**src/rtl/pc_seq_ctrl.sv**
```systemverilog
// Instruction-sequencing controller: owns the PC, fetches over a valid/ready
// request channel, waits for execute completion, then applies redirects.
module pc_seq_ctrl #(
    parameter logic [31:0] RESET_PC = 32'h8000_0000,
    parameter int unsigned TIMEOUT  = 16
) (
    input  logic        clk,
    input  logic        rst,
    output logic        imem_req_valid,
    input  logic        imem_req_ready,
    output logic [31:0] imem_req_addr,
    input  logic        imem_rsp_valid,
    input  logic [31:0] imem_rsp_data,
    input  logic        imem_rsp_err,
    output logic [31:0] inst,
    output logic        inst_valid,
    input  logic        exu_done,
    input  logic        jmp_en,
    input  logic        jmpr_en,
    input  logic        jmpb_en,
    input  logic [31:0] offset,
    input  logic        halt_req,
    output logic [31:0] pc,
    output logic [2:0]  state,
    output logic        retire,
    output logic [31:0] retire_cnt,
    output logic        fault
);

    typedef enum logic [2:0] {
        S_IDLE       = 3'd0,
        S_FETCH_REQ  = 3'd1,
        S_FETCH_WAIT = 3'd2,
        S_EXEC       = 3'd3,
        S_HALT       = 3'd4,
        S_ERROR      = 3'd5
    } state_t;

    localparam logic [7:0] TMO_LAST = 8'(TIMEOUT - 1);

    state_t      cur, nxt;
    logic [31:0] pc_q, pc_d;
    logic [31:0] inst_q, inst_d;
    logic [31:0] cnt_q, cnt_d;
    logic [7:0]  tmo_q, tmo_d;
    logic        retire_q, retire_d;

    logic [31:0] rel_tgt;
    logic [31:0] next_pc;
    logic        misalign;

    // jal and taken branches share the pc-relative adder; sums wrap mod 2^32
    assign rel_tgt = pc_q + {offset[30:0], 1'b0};

    always_comb begin
        next_pc = pc_q + 32'd4;
        if (jmp_en)
            next_pc = rel_tgt;
        else if (jmpr_en)
            next_pc = {offset[31:1], 1'b0};
        else if (jmpb_en)
            next_pc = rel_tgt;
    end

    assign misalign = (next_pc[1:0] != 2'b00);

    always_ff @(posedge clk or posedge rst) begin
        if (rst) begin
            cur      <= S_IDLE;
            pc_q     <= RESET_PC;
            inst_q   <= '0;
            cnt_q    <= '0;
            tmo_q    <= '0;
            retire_q <= 1'b0;
        end else begin
            cur      <= nxt;
            pc_q     <= pc_d;
            inst_q   <= inst_d;
            cnt_q    <= cnt_d;
            tmo_q    <= tmo_d;
            retire_q <= retire_d;
        end
    end

    always_comb begin
        nxt      = cur;
        pc_d     = pc_q;
        inst_d   = inst_q;
        cnt_d    = cnt_q;
        tmo_d    = tmo_q;
        retire_d = 1'b0;
        case (cur)
            S_IDLE: nxt = S_FETCH_REQ;
            S_FETCH_REQ: begin
                if (imem_req_ready) begin
                    nxt   = S_FETCH_WAIT;
                    tmo_d = '0;
                end
            end
            S_FETCH_WAIT: begin
                // a response wins over a timeout landing on the same cycle
                if (imem_rsp_valid) begin
                    if (imem_rsp_err) begin
                        nxt = S_ERROR;
                    end else begin
                        inst_d = imem_rsp_data;
                        nxt    = S_EXEC;
                    end
                end else if (tmo_q == TMO_LAST) begin
                    nxt = S_ERROR;
                end else begin
                    tmo_d = tmo_q + 8'd1;
                end
            end
            S_EXEC: begin
                if (exu_done) begin
                    if (halt_req) begin
                        nxt      = S_HALT;
                        retire_d = 1'b1;
                        cnt_d    = cnt_q + 32'd1;
                    end else if (misalign) begin
                        nxt = S_ERROR;
                    end else begin
                        nxt      = S_FETCH_REQ;
                        pc_d     = next_pc;
                        retire_d = 1'b1;
                        cnt_d    = cnt_q + 32'd1;
                    end
                end
            end
            S_HALT:  nxt = S_HALT;
            S_ERROR: nxt = S_ERROR;
            default: nxt = S_IDLE;
        endcase
    end

    assign imem_req_valid = (cur == S_FETCH_REQ);
    assign imem_req_addr  = pc_q;
    assign inst           = inst_q;
    assign inst_valid     = (cur == S_EXEC);
    assign pc             = pc_q;
    assign state          = cur;
    assign retire         = retire_q;
    assign retire_cnt     = cnt_q;
    assign fault          = (cur == S_ERROR);

endmodule

```
**config.mk**
```make
export PLATFORM = sky130hd
export DESIGN_NAME = pc_seq_ctrl
export DESIGN_NICKNAME = d
export VERILOG_FILES = /design/src/rtl/pc_seq_ctrl.sv
export SDC_FILE = /design/constraint.sdc
export NUM_CORES = 1
export LEC_CHECK = 0
export ABC_CLOCK_PERIOD_IN_PS = 4050
export CAP_MARGIN = 20
export CORE_ASPECT_RATIO = 1.4
export CORE_UTILIZATION = 49
export CTS_CLUSTER_SIZE = 28
export DETAILED_ROUTE_END_ITERATION = 16
export GPL_TIMING_DRIVEN = 0
export MAX_ROUTING_LAYER = met4
export PLACE_DENSITY = 0.92
export SLEW_MARGIN = 20
export SYNTH_ARGS = -nofsm -noshare
export SYNTH_HDL_FRONTEND = slang
export SYNTH_SLANG_ARGS = --single-unit
```
**constraint.sdc**
```tcl
create_clock -name clk -period 4.05 [get_ports clk]
set_input_delay 0.81 -clock clk [delete_from_list [all_inputs] [get_ports clk]]
set_output_delay 0.81 -clock clk [all_outputs]
set_load 0.05 [all_outputs]
```
# ---- After elaboration in Yosys (flattened, before gate mapping)
# Index checks and enable logic that the tools add are counted.
dict set report totals {
  regBits 108
  input_bits 74
  output_inout_bits 135
  word_cells 54
}
dict set report op_classes {
  add_sub_neg 4
  n_eq_ne 12
  mux 21
  bitwise_logic 3
  n_reduce_logical 8
}
# cell n
set op_table {}
lappend op_table {{$mux 32} 5}
lappend op_table {{$add 32x1->32 const B} 1}
lappend op_table {{$add 32x3->32 const B} 1}
lappend op_table {{$add 32x32->32} 1}
lappend op_table {{$mux 8} 3}
lappend op_table {{$mux 3} 7}
lappend op_table {{$pmux 3 s6} 1}
lappend op_table {{$pmux 8 s2} 1}
lappend op_table {{$reduce_and 3->1} 3}
lappend op_table {{$add 8x1->8 const B} 1}
lappend op_table {{$eq 8x4->1 const B} 1}
lappend op_table {{$reduce_and 4->1} 2}
lappend op_table {{$eq 3x2->1 const B} 2}
lappend op_table {{$eq 3x3->1 const B} 2}
lappend op_table {{$ne 2x2->1 const B} 3}
lappend op_table {{$mux 1} 4}
lappend op_table {{$ne 2x1->1 const B} 2}
lappend op_table {{$reduce_bool 2->1} 2}
lappend op_table {{$eq 3x1->1 const B} 1}
lappend op_table {{$logic_not 3->1} 1}
lappend op_table {{$ne 3x3->1 const B} 1}
lappend op_table {{$not 1->1} 3}

# ---- Logic depth before layout (Yosys ltp)
dict set report depth {
  word_depth 9
  mapped_depth 11
}

# ---- Worst setup path before layout
# No wires, ideal clock.
dict set report synth_timing {
  kind {input-to-reg}
  from {input port offset[3]}
  to {register pc_q[28], in the netlist imem_req_addr[28]}
  setup_ns 0.071
  arrival_time_ns 2.828
  required_time_ns 3.979
  slack_ns 1.151
  path_stages 9
  cell_sequence {ha_1 a21o_1 a2111oi_4 a211oi_1 o21ai_2 and2_4 o211ai_4 or4_1 nand4_1}
}
dict set report synth_between {
  elab_chain_len 4
}
# element line
set synth_rtl {}
lappend synth_rtl {{start, declared} 21} ;# input logic [31:0] offset,
lappend synth_rtl {{$add 32x32->32 (*)} 53} ;# assign rel_tgt = pc_q + {offset[30:0], 1'b0};
lappend synth_rtl {{$mux 32} 61} ;# else if (jmpb_en)
lappend synth_rtl {{$mux 32} 59} ;# else if (jmpr_en)
lappend synth_rtl {{$mux 32 (*)} 57} ;# if (jmp_en)
lappend synth_rtl {{end signal, assigned} 77} ;# pc_q <= pc_d;
lappend synth_rtl {{end, declared} 42} ;# logic [31:0] pc_q, pc_d;
# Mark *: on every way between the ends. The rest lies on a longest branch, timed or not.
# A chain may end at the register's enable or synchronous reset.

# ---- Final worst setup path
dict set report layout_timing {
  from {input port offset[0]}
  to {register pc_q[29], in the netlist imem_req_addr[29]}
}
dict set report layout_between {
  elab_chain_len 7
}
# element line
set layout_rtl {}
lappend layout_rtl {{$add 32x32->32 (*)} 53}
lappend layout_rtl {{$mux 32} 61}
lappend layout_rtl {{$mux 32} 59}
lappend layout_rtl {{$mux 32 (*)} 57}
lappend layout_rtl {{$reduce_bool 2->1} 65} ;# assign misalign = (next_pc[1:0] != 2'b00);
lappend layout_rtl {{$not 1->1 (no line)} -}
lappend layout_rtl {{$reduce_and 4->1 (no line)} -}
# Marked as above.

==> summary.md <==
| Metric | Value |
|---|---|
| Area delta synth->final | 35.85% |
| Cell Chain, Critical Path | clkdlybuf4s50_1 > ha_1 > inv_1 > fa_1 > nand2b_1 > a21oi_1 > o41ai_1 > o21ai_1 > a31oi_1 > o21ai_1 > a311o_1 > o211ai_1 |
| Slowest CP cell | o41ai_1 |
| Ys Warns | 0 |
| RSZ-0062 raised after global routing | false |
| CTS H-Tree Depth | 3 |
| Worst stage delay on the critical path | approximately 0.6 ns |
| WHS | around 0.47 ns |
| Sequential share of the synthesized area | 0.3657 |
| Mapped Avg Cell Area | just over 9 um2 |
| Pre-Repair DR Iteration Count | 5 |
| Post-CTS Setup Inserts | 0 |
| CTS tree | yes |
| Total detailed-routing wirelength | 23.44 mm |
| Tightest Hold Check Type | flip-flop to flip-flop |
| Status | finished clean |
| Worst path most repeated cell | o21ai_1 |
| Max VDD drop | approximately 0.47 mV |
| Critical path type | input port to flip-flop |
| Lkg Pwr | between 4 and 5 nW |
| Wirelength per Cell | roughly 19 um |
| Die W | 105.8 um |
| Area leader, netlist | dfrtp_1 |
| Final net count | between 1k and 1.5k |
| CTS Buffer Depth | 2 |
| M1 WL | between 8 and 9 mm |
| Final ANT Viol Nets | 0 |
| Die height | 147.4 um |
| Final min period | 3.658 ns |
| Worst Tran Pin Value | approximately 0.68 ns |
| WL met2 | 12.01 mm |
| Std-Cell Rows | between 50 and 60 |
| EDFF count, synth | 0 |
| Drt drc | 0 |
| WL met3 | roughly 1.5 mm |
| Max-cap violations | 0 |
| Port-buffer cells | about 210 |
| Fin. Hold Viols | 0 |
| Antenna diode count | 0 |
| Syn Inst Count | about 800 |
| Top layer in use | met4 |
| Share of post-route cells with drive strength above 1 | 0.1037 |
| Top area cells in the synthesized netlist | dfrtp_1, xnor2_1, ha_1, mux2_2, nand2_1 |
| Vias in the first global route | 7094 |
| Via density | 6.033 |
| Dpl ws | 0.1649 ns |
| Clk sinks | 108 |
| Total GRT Usage | 0.3081 |
| Cts repair resizes | 0 |
| Synth Cell Area | about 7400 um2 |
| Synth Flop Type | dfrtp_1 |
| Final worst slack | between 0.3 and 0.4 ns |
| Critical Path RT | 4.32 ns |
| Crit start category | input port |
| First-pass GRT wire length | 36.56 mm |
| Worst Setup End Kind | flip-flop |
| Largest net degree at the start of global routing | 56 |
| Count of pins over their slew limit | 0 |
| Pwr/cell area | roughly 750 nW/um2 |
| CTS Buf Count | 9 |
| Max-slew headroom | 0.5443 |
| Antenna violations before repair | 0 |
| Async S/R FF share, synth | 1.000 |
| Final GP Congestion | just under 1 |
| Core Area | roughly 15000 um2 |
| IO Count | 209 |
| Cts hold-fix bufs | 0 |
| Worst-path maximum fanout | 3 |
| Clock root buffer | clkbuf_16 |
| Layout fillers | ~1.1k |
| Detailed Place HPWL | between 15 and 20 mm |
| Setup slack, reg-to-reg | slightly below 0.8 ns |
| Achievable Freq | approximately 270 MHz |
| Most numerous cell in the Yosys netlist | dfrtp_1 |
| Period utilization | 0.9031 |
| #FFs+latches synth | about 110 |
| Area share of the largest cell type after synthesis | 0.3621 |
| Crit path DAT | just under 4 ns |
| Synth Net Count | 906 |
| Skew final | approximately 0.016 ns |
| Fin area | ~10000 um2 |
| Cell Area, Placed | just under 10000 um2 |
| Skew-Pair Late Insertion Delay | approximately 0.37 ns |
| DR vias | 7306 |
| Synth cell count leaders | dfrtp_1, nand2_1, xnor2_1 |
| Reg clk slew, reported paths | around 0.07 ns |
| Synth cell types | between 70 and 80 |
| Die Area | about 16000 um2 |
| Initial Utilization | 0.5074 |
| Total grt overflow | 0 |
| DR iter-0 viols | approximately 600 |
| Setup violators final | 0 |
-- critical path: cells and delay by family --
family / cells / cell delay, ns
buffers and inverters: 2 / 0.48
adder cells (fa/ha/maj): 2 / 0.41
AND/OR/NAND/NOR: 1 / 0.15
AO/OA/AOI/OAI: 7 / 2.07
-- power by group --
part           switching, mW  internal (mW)
combinational           2.97           1.80
sequential             0.450           1.40
clock                  0.435          0.504
total                   3.86           3.71
-- area by class of cell --
| cell class | count | area (um2) | share of cell area |
|---|---|---|---|
| well taps | 189 | 236.5 | 0.02354 |
| inverters | 16 | 65.06 | 0.006477 |
| repair buffers | 208 | 2100 | 0.2090 |
| plain buffers | 64 | 369.1 | 0.03674 |
| clock inverters | 6 | 71.32 | 0.007099 |
| flip-flops and latches | 108 | 2704 | 0.2691 |
| clock buffers | 10 | 239.0 | 0.02379 |
| multi-input cells | 610 | 4262 | 0.4242 |
-- per-stage QoR --
step	setup TNS (ns)	power, mW	utilization	std cells
floorplan	0	5.084	-	798
global placement	-125.47	6.477	0.6658	1194
detailed placement	0	6.569	0.6680	1195
CTS	0	7.532	0.6893	1211
global route	0	7.897	0.6893	1211
finish	0	7.567	0.6893	1211
-- cell families (layout without fill, tap and decap cells) --
logic type	after synthesis	after routing	share of synthesized area
AO/OA/AOI/OAI	198	198	0.1827
XOR/XNOR	75	75	0.08883
adder cells (fa/ha/maj)	34	34	0.05855
buffers and inverters	80	304	0.05804
flip-flops	108	108	0.3657
multiplexers	36	36	0.05465
AND/OR/NAND/NOR	267	267	0.1915
-- cells in the final DEF, fill, tap and decap left out, types with 13 or more instances in the layout --
cell type	instances
ha_1	33
inv_1	15
xnor2_1	52
buf_4	32
dfrtp_1	107
nor2_1	46
a31oi_1	13
a22oi_1	18
nor3_1	14
o21ai_1	16
mux2_2	34
nand4_1	23
clkdlybuf4s50_1	207
o21ai_0	31
nand2_1	67
a21o_1	16
and3_1	16
nand3_1	38
xor2_1	23
a21oi_1	43
clkbuf_1	28
-- final timing paths --
check | end | startpoint | depth (start not counted)
max | imem_req_addr[29] | offset[0] | 12
min | retire_cnt[31] | retire_cnt[31] | 1
max reg2reg | imem_req_addr[29] | imem_req_addr[1] | 11
min reg2reg | retire_cnt[31] | retire_cnt[31] | 1
max in group asynchronous | imem_req_addr[31] | rst | 3
min in group asynchronous | inst[18] | rst | 2
-- metal layers --
layer / GRT usage / vias to the layer above
li1: - / 3339
met1: 0.3461 / 3494
met2: 0.5245 / 381
met3: 0.03949 / 92
met4: 0.1764 / 0
met5: - / -
-- flip-flops by register name, summed over array words and instances (netlist names) --
name           count
imem_req_addr     32
inst              32
retire             1
retire_cnt        32
state              3
tmo_q              8
Note: power is estimated with default switching activity, not from simulation.
